### src/rtl/multicycle_control.sv
// multicycle_control: state sequencer for the multi-cycle MIPS datapath.
// Steps FETCH -> DECODE -> EXEC/MEM -> WB and drives every datapath select
// and enable. Memory phases wait on mem_ready. Unsupported opcodes park the
// machine in a sticky HALT that only clr_n can leave.
// Optional feature: define MC_PERF_CNT_EN to add the retired-instruction
// counter output retired[CNT_W-1:0].
module multicycle_control #(
    parameter int CNT_W    = 32,
    parameter int ALU_OP_W = 2
) (
    input  logic                clk,
    input  logic                clr_n,
    input  logic                run,
    input  logic [5:0]          op,
    input  logic                zero,
    input  logic                mem_ready,
    output logic                pc_write,
    output logic                pc_write_cond,
    output logic [1:0]          pc_source,
    output logic                i_or_d,
    output logic                mem_read,
    output logic                mem_write,
    output logic                ir_write,
    output logic                reg_dest,
    output logic                mem_to_reg,
    output logic                reg_write,
    output logic                alu_src_a,
    output logic [1:0]          alu_src_b,
    output logic [ALU_OP_W-1:0] alu_op,
`ifdef MC_PERF_CNT_EN
    output logic [CNT_W-1:0]    retired,
`endif
    output logic                halted
);

    localparam logic [5:0] OP_R    = 6'b000000;
    localparam logic [5:0] OP_J    = 6'b000010;
    localparam logic [5:0] OP_BEQ  = 6'b000100;
    localparam logic [5:0] OP_ADDI = 6'b001000;
    localparam logic [5:0] OP_LW   = 6'b100011;
    localparam logic [5:0] OP_SW   = 6'b101011;

    localparam logic [ALU_OP_W-1:0] ALU_ADD   = ALU_OP_W'(2'b00);
    localparam logic [ALU_OP_W-1:0] ALU_SUB   = ALU_OP_W'(2'b01);
    localparam logic [ALU_OP_W-1:0] ALU_FUNCT = ALU_OP_W'(2'b10);

    typedef enum logic [3:0] {
        FETCH,
        DECODE,
        MEM_ADDR,
        MEM_RD,
        LW_WB,
        MEM_WR,
        EXEC_R,
        R_WB,
        EXEC_I,
        I_WB,
        BRANCH,
        JUMP,
        HALT
    } state_t;

    state_t state;

    // The zero flag only qualifies pc_write_cond inside the datapath; the
    // sequencer itself never branches on it.
    logic unused_zero;
    assign unused_zero = zero;

    // State register: sequencing through the instruction phases.
    always_ff @(posedge clk or negedge clr_n) begin
        if (!clr_n) begin
            state <= FETCH;
        end else begin
            case (state)
                FETCH:    if (run && mem_ready) state <= DECODE;
                DECODE: begin
                    case (op)
                        OP_LW, OP_SW: state <= MEM_ADDR;
                        OP_R:         state <= EXEC_R;
                        OP_BEQ:       state <= BRANCH;
                        OP_J:         state <= JUMP;
                        OP_ADDI:      state <= EXEC_I;
                        default:      state <= HALT;
                    endcase
                end
                MEM_ADDR: state <= (op == OP_SW) ? MEM_WR : MEM_RD;
                MEM_RD:   if (mem_ready) state <= LW_WB;
                MEM_WR:   if (mem_ready) state <= FETCH;
                EXEC_R:   state <= R_WB;
                EXEC_I:   state <= I_WB;
                LW_WB, R_WB, I_WB, BRANCH, JUMP: state <= FETCH;
                HALT:     state <= HALT;
                default:  state <= FETCH;
            endcase
        end
    end

    // Output decode from state; FETCH strobes are qualified by run and
    // mem_ready so the IR and PC load in the cycle the read completes.
    // Everything is forced low while clr_n is held so an aborted write
    // drops its request at once.
    always_comb begin
        pc_write      = 1'b0;
        pc_write_cond = 1'b0;
        pc_source     = 2'b00;
        i_or_d        = 1'b0;
        mem_read      = 1'b0;
        mem_write     = 1'b0;
        ir_write      = 1'b0;
        reg_dest      = 1'b0;
        mem_to_reg    = 1'b0;
        reg_write     = 1'b0;
        alu_src_a     = 1'b0;
        alu_src_b     = 2'b00;
        alu_op        = ALU_ADD;
        halted        = 1'b0;
        if (clr_n) begin
            case (state)
                FETCH: begin
                    if (run) begin
                        mem_read  = 1'b1;
                        alu_src_b = 2'b01;
                        ir_write  = mem_ready;
                        pc_write  = mem_ready;
                    end
                end
                DECODE: begin
                    alu_src_b = 2'b11;
                end
                MEM_ADDR, EXEC_I: begin
                    alu_src_a = 1'b1;
                    alu_src_b = 2'b10;
                end
                MEM_RD: begin
                    mem_read = 1'b1;
                    i_or_d   = 1'b1;
                end
                LW_WB: begin
                    reg_write  = 1'b1;
                    mem_to_reg = 1'b1;
                end
                MEM_WR: begin
                    mem_write = 1'b1;
                    i_or_d    = 1'b1;
                end
                EXEC_R: begin
                    alu_src_a = 1'b1;
                    alu_op    = ALU_FUNCT;
                end
                R_WB: begin
                    reg_write = 1'b1;
                    reg_dest  = 1'b1;
                end
                I_WB: begin
                    reg_write = 1'b1;
                end
                BRANCH: begin
                    alu_src_a     = 1'b1;
                    alu_op        = ALU_SUB;
                    pc_write_cond = 1'b1;
                    pc_source     = 2'b01;
                end
                JUMP: begin
                    pc_write  = 1'b1;
                    pc_source = 2'b10;
                end
                HALT: begin
                    halted = 1'b1;
                end
                default: ;
            endcase
        end
    end

`ifdef MC_PERF_CNT_EN
    // An instruction retires on the cycle its last phase hands back to FETCH.
    logic retire;
    assign retire = (state == LW_WB) || (state == R_WB) || (state == I_WB) ||
                    (state == BRANCH) || (state == JUMP) ||
                    ((state == MEM_WR) && mem_ready);

    // Retired-instruction counter, wraps naturally at full scale.
    always_ff @(posedge clk or negedge clr_n) begin
        if (!clr_n) begin
            retired <= '0;
        end else if (retire) begin
            retired <= retired + CNT_W'(1);
        end
    end
`else
    localparam int unused_cnt_w = CNT_W;
`endif

endmodule

### config.mk
export PLATFORM = sky130hd
export DESIGN_NAME = multicycle_control
export DESIGN_NICKNAME = d
export VERILOG_FILES = /design/src/rtl/multicycle_control.sv
export SDC_FILE = /design/constraint.sdc
export NUM_CORES = 1
export LEC_CHECK = 0
export ABC_AREA = 1
export BUFFER_PORTS_ARGS = -buffer_cell sky130_fd_sc_hd__clkbuf_2
export CAP_MARGIN = 20
export CORE_MARGIN = 2
export CORE_UTILIZATION = 40
export DETAILED_ROUTE_END_ITERATION = 8
export PLACE_DENSITY_LB_ADDON = 0.05
export SLEW_MARGIN = 20
export SYNTH_ARGS = -nofsm -noshare
export SYNTH_HDL_FRONTEND = slang
export SYNTH_SLANG_ARGS = --single-unit
### constraint.sdc
create_clock -name clk -period 1.5 [get_ports clk]
set_clock_uncertainty 0.2 [all_clocks]
set_input_delay 0.15 -clock clk [delete_from_list [all_inputs] [get_ports clk]]
set_output_delay 0.15 -clock clk [all_outputs]
set_load 0.1 [all_outputs]
==> results of run 1 <==
-- cell families after synthesis --
| kind of cell | after synthesis | share of synthesized area, % |
|---|---|---|
| buffers and inverters | 24 | 16.7 |
| AO/OA/AOI/OAI | 13 | 14.7 |
| flip-flops | 4 | 17.1 |
| AND/OR/NAND/NOR | 62 | 51.5 |
-- per-stage QoR --
stage          instances  instance area (µm²)  setup slack (ns)
2_1_floorplan        103                  781             -1.01
3_3_place_gp         162                 1320            -0.119
==> flow_summary.ini, run 1 <==
[yosys]
synth_sequential_area_ratio_pct = 17.1
netlist.top_cell.by_area = sky130_fd_sc_hd__dfrtp_1
count_of_flip_flops_with_a_built_in_enable_after_synthesis = 0
mappedNetlistNets = 114
synth-warning-count = 0
postSynthAreaPerCell_um2 = 5.69
synthFlopType = sky130_fd_sc_hd__dfrtp_1
synth.cell_area_um2 = 586
ys_top_cells_by_count = 23 x sky130_fd_sc_hd__nand2_1, 18 x sky130_fd_sc_hd__nor2_1, 16 x sky130_fd_sc_hd__inv_1, 7 x sky130_fd_sc_hd__nand3_1, 6 x sky130_fd_sc_hd__a21oi_1
post-synth-top-area-fraction_pct = 17.1
synth.ff_latch_count = 4
yosysMostFrequentCell = sky130_fd_sc_hd__nand2_1
post_synth_main_area_contributors = sky130_fd_sc_hd__dfrtp_1 17%, sky130_fd_sc_hd__nand2_1 15%, sky130_fd_sc_hd__nor2_1 12%
asyncSetResetFlopFracSynth_pct = 100
yosysUniqueCellTypes = 22
post_synth_inst_count = 103

[floorplanning]
die_x_um = 42.3
effective_utilization_at_floorplan_pct = 43.9
row_count = 13
io_pins = 28
chipHeight_um = 42.3

[status]
failed_stage = detailed placement (3_5_place_dp)
flow.first_error = [ERROR DPL-0033] detailed placement checks failed during check placement.
status = did not finish

[place]
gp_routability_congestion = 0.897
hpwl_um = 2470
count_of_input_and_output_buffers = 26
==> run 2: changes to the inputs <==
--- a/config.mk
+++ b/config.mk
@@ -8,10 +8,10 @@
 export ABC_AREA = 1
 export BUFFER_PORTS_ARGS = -buffer_cell sky130_fd_sc_hd__clkbuf_2
 export CAP_MARGIN = 20
-export CORE_MARGIN = 2
-export CORE_UTILIZATION = 40
+export CORE_AREA = 2 2 63 65
 export DETAILED_ROUTE_END_ITERATION = 8
-export PLACE_DENSITY_LB_ADDON = 0.05
+export DIE_AREA = 0 0 65 67
+export PLACE_DENSITY_LB_ADDON = 0.15
 export SLEW_MARGIN = 20
 export SYNTH_ARGS = -nofsm -noshare
 export SYNTH_HDL_FRONTEND = slang
==> constraint.sdc (replaced) <==
create_clock -name clk -period 1.95 [get_ports clk]
set_clock_uncertainty 0.2 [all_clocks]
set_input_delay 0.195 -clock clk [delete_from_list [all_inputs] [get_ports clk]]
set_output_delay 0.195 -clock clk [all_outputs]
set_load 0.1 [all_outputs]
==> flow_summary.ini, run 2 <==
[timing]
slew_headroom_pct = 81.8
setup_viols_final = 0
timing_max_transition_violations_final = 0
rsz0062_at_grt = true
final.period_utilization_pct = 98.4
hold_viol = 0
timing.hold.ws_ns = 0.101
tightest_slew_ns = 0.273
final_period_minus_worst_setup_slack_ns = 1.92
fmax_mhz = 521

[clock_network]
tritoncts.num_buffers = 3
ctsLongestPathBuffers = 2
count_of_clock_tree_sinks = 4
cts_tree = built
clk_root_buffer_cell = sky130_fd_sc_hd__clkbuf_8
clock_insertion_delay_at_the_later_pin_of_the_skew_report_ns = 0.22
h_tree_depth_reported_by_cts = 1
clkTransAtPathRegs_ns = 0.04

[yosys]
post_synth_main_area_contributors = sky130_fd_sc_hd__dfrtp_1 17%, sky130_fd_sc_hd__nand2_1 15%, sky130_fd_sc_hd__nor2_1 12%
synthXorXnorAreaFrac_pct = 0
netlist.top_cell.by_area = sky130_fd_sc_hd__dfrtp_1
synth-warning-count = 0
yosysUniqueCellTypes = 22
post_synth_inst_count = 103
synth_adder_area_share_pct = 0
yosysMostFrequentCell = sky130_fd_sc_hd__nand2_1
combinational_family_with_the_most_area_after_synthesis = simple AND/OR/NAND/NOR gates
mappedNetlistNets = 114
count_of_flip_flops_with_a_built_in_enable_after_synthesis = 0
synth.cell_area_um2 = 586
synth.ff_latch_count = 4
yosys-mux-area-fraction_pct = 0
ys_top_cells_by_count = 23 x sky130_fd_sc_hd__nand2_1, 18 x sky130_fd_sc_hd__nor2_1, 16 x sky130_fd_sc_hd__inv_1, 7 x sky130_fd_sc_hd__nand3_1, 6 x sky130_fd_sc_hd__a21oi_1
synth_sequential_area_ratio_pct = 17.1
synth_compound_area_share_pct = 14.7
post_synthesis_simple_gate_area_fraction_pct = 51.5
synthFlopType = sky130_fd_sc_hd__dfrtp_1
post-synth-top-area-fraction_pct = 17.1
asyncSetResetFlopFracSynth_pct = 100
postSynthAreaPerCell_um2 = 5.69

[global_route]
global_route.usage.total_pct = 9.13
first_global_vias = 771
maximum_number_of_pins_on_one_net_before_global_route_repair = 14
grt_pass1_wl_um = 3150
grt_antenna_before_repair = 0
globalRouteOverflowTotal = 0

[power_and_ir_drop]
p_switching_mw = 0.853
comb_power_share_pct = 76.5
power.switching_fraction_pct = 56.2
internal_power_mw = 0.664
pwr-share-seq_pct = 11.2
total_leakage_power_nw = 0.581
power_density_nw_per_um2 = 1190
vdd_drop_max_uv = 296
power.share.clock_pct = 12.2

[routing]
route.vias.total = 753
routedLengthMet1_um = 705
highest-signal-layer = met3
route.detailed.drc = 0
firstDrtPassIters = 4
vias_per_cell = 4.07
met2_wirelength_um = 1000
drt-initial-drc-count = 12
finalWirelength_um = 1750
final_antenna_net_count = 0
met3WireLength_um = 43
avgRoutedWirePerCell_um = 9.47

[finish]
layout_top_registers = state x4
final_cell_mix = 21 x sky130_fd_sc_hd__nand2_1, 18 x sky130_fd_sc_hd__buf_12, 13 x sky130_fd_sc_hd__inv_1
final_net_count = 149
share_of_cells_above_drive_strength_1_pct = 53.3
reg_with_most_ffs = state
flip_flop_count_of_the_largest_register_all_copies_and_words_added = 4
synthToLayoutAreaGrowth_pct = 118
fill_cells = 385
antenna-diode-count = 0
fin_area_um2 = 1280
most_frequent_standard_cell_in_the_layout_excluding_fill_and_tap_cells = sky130_fd_sc_hd__nand2_1

[floorplanning]
row_count = 22
design.die.area_um2 = 4360
core_area_um2 = 3610
io_pins = 28
chipHeight_um = 67
effective_utilization_at_floorplan_pct = 16.2
die_x_um = 65

[worst_setup_path]
cp_cell_sequence = inv_2, nor2_4, inv_2, nor4_4, buf_4, buf_12
critical_path.top_delay_family = buffers and inverters
crit_path_max_incr_delay_ns = 0.40
timing.critical_path.arrival_ns = 1.52
r2r-end = state[2]
timing.critical_path.from_type = flip-flop
r2r_slack_ns = 0.37
cp_data_required_time_ns = 1.55
worst-path-buf-inv = 4
crit_slowest_cell = sky130_fd_sc_hd__dfrtp_1
r2r-start = state[1]
r2r.worst_path.cells = 9
worst_setup_path_end_kind = output port
path_common_cell = sky130_fd_sc_hd__inv_2
setup.worst_path.class = reg2out
critical_path_peak_fanout = 4

[status]
status = complete, no violations

[place]
hpwl_um = 1530
count_of_input_and_output_buffers = 26
gp_routability_congestion = 0.817
dpl-instance-area_um2 = 1190

[worst_hold_path]
worst_hold_path_type = in2reg
min_delay_path_depth = 2
holdPathEnd = state[1]
hold_start = mem_ready

[job]
maxcap_viol_count = 0
run 2: stage by stage:
| step | power (mW) | setup slack, ns | util, % | setup TNS [ns] | instances |
|---|---|---|---|---|---|
| 2_1_floorplan | 0.952 | -0.606 | - | -1.77 | 103 |
| 3_3_place_gp | 1.28 | 0.204 | 33.1 | 0 | 178 |
| 3_5_place_dp | 1.29 | 0.214 | 33.1 | 0 | 178 |
| 4_1_cts | 1.49 | 0.00638 | 34.9 | 0 | 184 |
| 5_1_grt | 1.61 | -0.0226 | 35.4 | -0.0583 | 185 |
| 6_report | 1.52 | 0.0310 | 35.4 | 0 | 185 |
run 2: layout make-up:
type | instances | area, µm² | area share (%)
tap | 48 | 60.1 | 4.71
sequential | 4 | 103 | 8.04
timing repair buffer | 33 | 453 | 35.5
inverter | 21 | 78.8 | 6.18
multi-input combinational | 75 | 537 | 42.1
clock buffer | 4 | 45.0 | 3.53
run 2: worst max-delay path by stage:
stage                        start           end  slack (ns)  cells past startpoint
after floorplan           state[3]     alu_op[0]       -0.61                      5
after global placement    state[2]      pc_write        0.20                      6
after detailed placement  state[2]      pc_write        0.21                      6
after CTS                 state[1]  alu_src_b[1]       0.006                      7
after global routing      state[1]  alu_src_b[1]       -0.02                      7
final                     state[3]  pc_source[0]        0.03                      6
run 2: power groups by stage:
stage,sequential (mW),combinational (mW),clock (mW)
floorplan,0.161,0.792,0
detailed placement,0.171,1.12,0
CTS,0.168,1.14,0.188
finish,0.171,1.16,0.186
global placement,0.169,1.11,0
global route,0.175,1.24,0.194
run 2: kinds of logic (layout without fill, tap and decap cells):
logic type | after synthesis | after routing
AOI/OAI and AO/OA | 13 | 13
buffers and inverters | 24 | 58
DFF | 4 | 4
and+or+nand+nor | 62 | 62
run 2: layer usage:
| metal | vias up | GRT usage (%) |
|---|---|---|
| li1 | 390 | - |
| met1 | 350 | 10.2 |
| met2 | 13 | 17.1 |
| met3 | 0 | 1.18 |
| met4 | 0 | 3.99 |
| met5 | - | 0 |
run 2: what timing repair did:
action	4_1_cts	5_1_grt
endpoints found under the hold margin	4	0
setup endpoints to repair	3	7
setup buffers	1	1
gates cloned	0	0
gates resized for setup	1	5
hold buffers	1	0
pin swaps	2	2
run 2: worst register-to-register path, cell delays in order, from the launching register on:
cell,delay (ns)
sky130_fd_sc_hd__dfrtp_1,0.42
sky130_fd_sc_hd__nor2_2,0.16
sky130_fd_sc_hd__inv_2,0.08
sky130_fd_sc_hd__nor2_4,0.14
sky130_fd_sc_hd__buf_4,0.12
sky130_fd_sc_hd__inv_2,0.04
sky130_fd_sc_hd__a21oi_4,0.17
sky130_fd_sc_hd__inv_2,0.04
sky130_fd_sc_hd__nand2_1,0.06
sky130_fd_sc_hd__nand2_1,0.05
Power figures use the tool's default switching activity.
==> run 3: changes to the inputs <==
--- a/config.mk
+++ b/config.mk
@@ -11,7 +11,6 @@
 export CORE_AREA = 2 2 63 65
 export DETAILED_ROUTE_END_ITERATION = 8
 export DIE_AREA = 0 0 65 67
-export PLACE_DENSITY_LB_ADDON = 0.15
 export SLEW_MARGIN = 20
 export SYNTH_ARGS = -nofsm -noshare
 export SYNTH_HDL_FRONTEND = slang
==> constraint.sdc (replaced) <==
create_clock -name clk -period 2 [get_ports clk]
set_clock_uncertainty 0.2 [all_clocks]
set_input_delay 0.2 -clock clk [delete_from_list [all_inputs] [get_ports clk]]
set_output_delay 0.2 -clock clk [all_outputs]
set_load 0.1 [all_outputs]
==> flow_summary.ini, run 3 (synthesis gave the netlist of run 2 again) <==
[timing]
setup_viols_final = 0
slew_headroom_pct = 79.6
final_period_minus_worst_setup_slack_ns = 1.93
final.period_utilization_pct = 96.7
layout_setup_ws_ns = 0.0653
tightest_slew_ns = 0.307
hold_viol = 0
fmax_mhz = 517
timing_max_transition_violations_final = 0
finalSetupTns_ns = 0
timing.hold.ws_ns = 0.102
rsz0062_at_grt = true

[finish]
post-route-util_pct = 34.6
fill_cells = 367
share_of_cells_above_drive_strength_1_pct = 52.9
register_area_um2 = 103
reg_with_most_ffs = state
most_frequent_standard_cell_in_the_layout_excluding_fill_and_tap_cells = sky130_fd_sc_hd__nand2_1
synthToLayoutAreaGrowth_pct = 113
antenna-diode-count = 0
final_net_count = 148
fin_area_um2 = 1250
final_cell_count_no_fill = 184
final_cell_mix = 21 x sky130_fd_sc_hd__nand2_1, 17 x sky130_fd_sc_hd__buf_12, 14 x sky130_fd_sc_hd__inv_1, 9 x sky130_fd_sc_hd__nor2_1, 9 x sky130_fd_sc_hd__clkbuf_2
layout_top_registers = state x4
multi_input_area_um2 = 523
flip_flop_count_of_the_largest_register_all_copies_and_words_added = 4

[worst_setup_path]
setup.worst_path.class = reg2out
r2r-start = state[0]
cp_cell_sequence = inv_2, nor2_4, inv_2, nor4_4, buf_6, buf_12
cp-endpoint = pc_source[0]
path_common_cell = sky130_fd_sc_hd__inv_2
r2r-end = state[2]
timing.critical_path.from_type = flip-flop
critical_path.top_delay_family = buffers and inverters
r2r_slack_ns = 0.45
cp_data_required_time_ns = 1.60
crit_start = state[3]
crit_path_max_incr_delay_ns = 0.40
crit_cells = 6
worst_setup_path_end_kind = output port
critical_path_peak_fanout = 4
crit_slowest_cell = sky130_fd_sc_hd__dfrtp_1
worst-path-buf-inv = 4
r2r.worst_path.cells = 10
timing.critical_path.arrival_ns = 1.53

[clock_network]
count_of_clock_tree_sinks = 4
clk_root_buffer_cell = sky130_fd_sc_hd__clkbuf_8
h_tree_depth_reported_by_cts = 1
clkTransAtPathRegs_ns = 0.04
ctsLongestPathBuffers = 2
clock_insertion_delay_at_the_later_pin_of_the_skew_report_ns = 0.22
cts_tree = built
tritoncts.num_buffers = 3

[place]
dpl-instance-area_um2 = 1160
hpwl_um = 1510
place.detailed.instances = 177
dp_worst_setup_slack_ns = 0.161
gp_routability_congestion = 0.822
count_of_input_and_output_buffers = 26

[routing]
finalWirelength_um = 1780
route.detailed.drc = 0
firstDrtPassIters = 4
met3WireLength_um = 79
vias_per_cell = 3.99
final_antenna_net_count = 0
highest-signal-layer = met3
route.vias.total = 735
avgRoutedWirePerCell_um = 9.67
routedLengthMet1_um = 738
drt-initial-drc-count = 7
met2_wirelength_um = 961

[floorplanning]
die_x_um = 65
core_area_um2 = 3610
io_pins = 28
design.die.area_um2 = 4360
effective_utilization_at_floorplan_pct = 16.2
row_count = 22
chipHeight_um = 67

[global_route]
grt_pass1_wl_um = 3050
grt_antenna_before_repair = 0
first_global_vias = 708
global_route.usage.total_pct = 9.16
globalRouteOverflowTotal = 0
maximum_number_of_pins_on_one_net_before_global_route_repair = 14

[power_and_ir_drop]
vdd_drop_max_uv = 235
total_leakage_power_nw = 0.574
power_density_nw_per_um2 = 1160
report.power.total_mw = 1.45

[worst_hold_path]
worst_hold_path_type = in2reg

[status]
status = complete, no violations

[job]
maxcap_viol_count = 0
run 3: layout make-up:
class	count	share of cell area, %
Clock buffer	4	3.61
Sequential cell	4	8.23
Inverter	21	6.33
Multi-Input combinational cell	75	42.0
Timing Repair Buffer	32	35.0
Tap cell	48	4.82
run 3: repair_timing:
item / in CTS / in global routing
setup buffers: 0 / 2
setup endpoints to repair: 3 / 8
pin swaps: 1 / 3
hold buffers: 1 / 0
gates resized for setup: 0 / 7
hold endpoints to repair: 4 / 0
run 3: worst min-delay path by stage:
stage	startpoint	to	cells past startpoint
2_1_floorplan	clr_n	state[0]	0
3_3_place_gp	clr_n	state[1]	1
3_5_place_dp	clr_n	state[3]	1
4_1_cts	mem_ready	state[1]	2
5_1_grt	mem_ready	state[1]	2
6_report	mem_ready	state[1]	2
run 3: routing by layer:
layer	vias up	GRT usage (%)
met5	-	0
met4	0	3.99
met3	0	2.53
met2	17	16.9
met1	330	9.69
li1	388	-
run 3: power breakdown:
group	total [mW]	internal (mW)	switching [mW]
Combinational	1.10	0.376	0.722
Sequential	0.170	0.115	0.0543
Clock	0.182	0.136	0.0452
Total	1.45	0.628	0.821
run 3: worst reg2reg max path, stage by stage, from the launching register on:
cell                      delay, ns
sky130_fd_sc_hd__dfrtp_2       0.43
sky130_fd_sc_hd__inv_1         0.09
sky130_fd_sc_hd__nor2_2        0.10
sky130_fd_sc_hd__buf_4         0.13
sky130_fd_sc_hd__nand2_4       0.08
sky130_fd_sc_hd__nand2_4       0.07
sky130_fd_sc_hd__nand2_4       0.05
sky130_fd_sc_hd__a21oi_4       0.14
sky130_fd_sc_hd__inv_2         0.04
sky130_fd_sc_hd__nand2_1       0.05
sky130_fd_sc_hd__nand2_1       0.05
==> run 4: changes to the inputs <==
--- a/config.mk
+++ b/config.mk
@@ -5,12 +5,13 @@
 export SDC_FILE = /design/constraint.sdc
 export NUM_CORES = 1
 export LEC_CHECK = 0
-export ABC_AREA = 1
 export BUFFER_PORTS_ARGS = -buffer_cell sky130_fd_sc_hd__clkbuf_2
 export CAP_MARGIN = 20
 export CORE_AREA = 2 2 63 65
+export CTS_BUF_LIST = sky130_fd_sc_hd__clkbuf_8
 export DETAILED_ROUTE_END_ITERATION = 8
 export DIE_AREA = 0 0 65 67
+export MAX_ROUTING_LAYER = met4
 export SLEW_MARGIN = 20
 export SYNTH_ARGS = -nofsm -noshare
 export SYNTH_HDL_FRONTEND = slang
==> flow_summary.ini, run 4 <==
[status]
status = complete, no violations

[routing]
final_antenna_net_count = 0
vias_per_cell = 4.50
route.vias.total = 806
drt-initial-drc-count = 31
avgRoutedWirePerCell_um = 11.0
route.detailed.drc = 0
finalWirelength_um = 1960
firstDrtPassIters = 4

[yosys]
asyncSetResetFlopFracSynth_pct = 100
post_synth_main_area_contributors = sky130_fd_sc_hd__dfrtp_1 16%, sky130_fd_sc_hd__nor2_1 11%, sky130_fd_sc_hd__nand2_1 7.2%
post-synth-top-area-fraction_pct = 16.0
count_of_flip_flops_with_a_built_in_enable_after_synthesis = 0
netlist.top_cell.by_area = sky130_fd_sc_hd__dfrtp_1
postSynthAreaPerCell_um2 = 6.40
synth.ff_latch_count = 4
synthFlopType = sky130_fd_sc_hd__dfrtp_1
synth_sequential_area_ratio_pct = 16.0
yosysMostFrequentCell = sky130_fd_sc_hd__nor2_1
synth.cell_area_um2 = 627
synth-warning-count = 0
mappedNetlistNets = 109
post_synth_inst_count = 98
yosysUniqueCellTypes = 33
ys_top_cells_by_count = 18 x sky130_fd_sc_hd__nor2_1, 12 x sky130_fd_sc_hd__nand2_1, 7 x sky130_fd_sc_hd__a21oi_1, 7 x sky130_fd_sc_hd__o21ai_0

[worst_setup_path]
critical_path_peak_fanout = 7
worst-path-buf-inv = 2
crit_slowest_cell = sky130_fd_sc_hd__dfrtp_2
cp_cell_sequence = buf_2, nor2_1, a2111oi_4, buf_12
critical_path.top_delay_family = flip-flops
cp_data_required_time_ns = 1.60
timing.critical_path.arrival_ns = 1.51
crit_path_max_incr_delay_ns = 0.42
worst_setup_path_end_kind = output port
setup.worst_path.class = reg2out
timing.critical_path.from_type = flip-flop

[power_and_ir_drop]
power_density_nw_per_um2 = 1180
total_leakage_power_nw = 0.504
vdd_drop_max_uv = 306

[floorplanning]
core_area_um2 = 3610
die_x_um = 65
io_pins = 28
chipHeight_um = 67
row_count = 22
design.die.area_um2 = 4360
effective_utilization_at_floorplan_pct = 17.4

[clock_network]
cts_tree = built
clkTransAtPathRegs_ns = 0.03
ctsLongestPathBuffers = 2
clock_insertion_delay_at_the_later_pin_of_the_skew_report_ns = 0.21
count_of_clock_tree_sinks = 4
h_tree_depth_reported_by_cts = 1
tritoncts.num_buffers = 3
clk_root_buffer_cell = sky130_fd_sc_hd__clkbuf_8

[timing]
setup_viols_final = 0
tightest_slew_ns = 0.328
final.period_utilization_pct = 95.7
timing.hold.ws_ns = 0.0792
hold_viol = 0
fmax_mhz = 523
finalSetupTns_ns = 0
rsz0062_at_grt = false
final_period_minus_worst_setup_slack_ns = 1.91
timing_max_transition_violations_final = 0
slew_headroom_pct = 78.1

[place]
count_of_input_and_output_buffers = 26
hpwl_um = 1610
place.detailed.instances = 171
gp_routability_congestion = 0.871

[global_route]
maximum_number_of_pins_on_one_net_before_global_route_repair = 18
first_global_vias = 733
grt_antenna_before_repair = 0
globalRouteOverflowTotal = 0
global_route.usage.total_pct = 9.96
grt_pass1_wl_um = 3330

[finish]
synthToLayoutAreaGrowth_pct = 105
post-route-util_pct = 35.7
final_cell_mix = 17 x sky130_fd_sc_hd__buf_12, 12 x sky130_fd_sc_hd__nand2_1, 11 x sky130_fd_sc_hd__nor2_1, 10 x sky130_fd_sc_hd__buf_4, 9 x sky130_fd_sc_hd__clkbuf_2
reg_with_most_ffs = state
layout_top_registers = state x4
antenna-diode-count = 0
final_cell_count_no_fill = 179
most_frequent_standard_cell_in_the_layout_excluding_fill_and_tap_cells = sky130_fd_sc_hd__buf_12
final_net_count = 144
flip_flop_count_of_the_largest_register_all_copies_and_words_added = 4
share_of_cells_above_drive_strength_1_pct = 50.4

[job]
maxcap_viol_count = 0

[worst_hold_path]
worst_hold_path_type = in2reg
[run 4: cell count changes after synthesis, sizes merged, moves of 4 or more]
cell    change
nand2b      +5
buf         +7
o21ai       +4
inv        -17
nand3       -6
nand2      -16
[run 4: cells by family (layout without fill, tap and decap cells)]
group | after synthesis | after routing | share of synthesized area (%)
buf+inv | 13 | 46 | 10.8
flops | 4 | 4 | 16.0
xor+xnor | 3 | 3 | 4.19
compound gates | 25 | 25 | 25.4
simple gates | 53 | 53 | 43.7
[run 4: cell type report]
type                            instances  area, µm²
Timing Repair Buffer                   39        487
Sequential cell                         4        104
Fill cell                             355       2320
Clock buffer                            3       41.3
Multi-Input combinational cell         81        579
Inverter                                4       15.0
Tap cell                               48       60.1
[run 4: stage by stage]
step,setup slack [ns],area (µm²),power [mW]
5_1_grt,0.0105,1290,1.62
4_1_cts,0.0366,1260,1.50
3_3_place_gp,0.142,1190,1.31
2_1_floorplan,-0.405,772,0.978
3_5_place_dp,0.105,1190,1.32
6_report,0.0866,1290,1.52
[run 4: power by group]
group / switching, mW / internal (mW) / total, mW / leakage (nW)
clock network: 0.0378 / 0.128 / 0.166 / 0.0216
logic: 0.725 / 0.449 / 1.17 / 0.434
registers: 0.0608 / 0.115 / 0.176 / 0.0477
total: 0.824 / 0.693 / 1.52 / 0.504
[run 4: worst reg2reg max path: stages, from the launching register on]
cell	delay, ns
sky130_fd_sc_hd__dfrtp_2	0.45
sky130_fd_sc_hd__buf_2	0.17
sky130_fd_sc_hd__buf_4	0.15
sky130_fd_sc_hd__nor2_1	0.14
sky130_fd_sc_hd__o21ai_0	0.09
sky130_fd_sc_hd__nand2_1	0.07
sky130_fd_sc_hd__o21ai_0	0.07
sky130_fd_sc_hd__a22o_1	0.20
[run 4: path summary, 6_finish.rpt]
check / from / endpoint / slack, ns / cells after the start
min: mem_ready / state[0] / 0.08 / 2
max reg2reg: state[1] / state[2] / 0.34 / 7
min in group asynchronous: clr_n / state[3] / 0.34 / 3
max in group asynchronous: clr_n / state[1] / 1.14 / 3
max: state[1] / alu_src_a / 0.09 / 4
min reg2reg: state[1] / state[3] / 0.51 / 2
[run 4: metal layers]
layer  wire length (µm)  track usage [%]
met4                  0             2.39
met5                  0                -
met1                873             12.0
met3                133             2.36
met2                956             16.9
[run 4: timing repair]
item,CTS,global route
hold buffers,1,0
endpoints found under the hold margin,4,0
endpoints found under the setup margin,4,7
buffers inserted,2,2
pin swaps,1,0
gates resized for setup,1,6
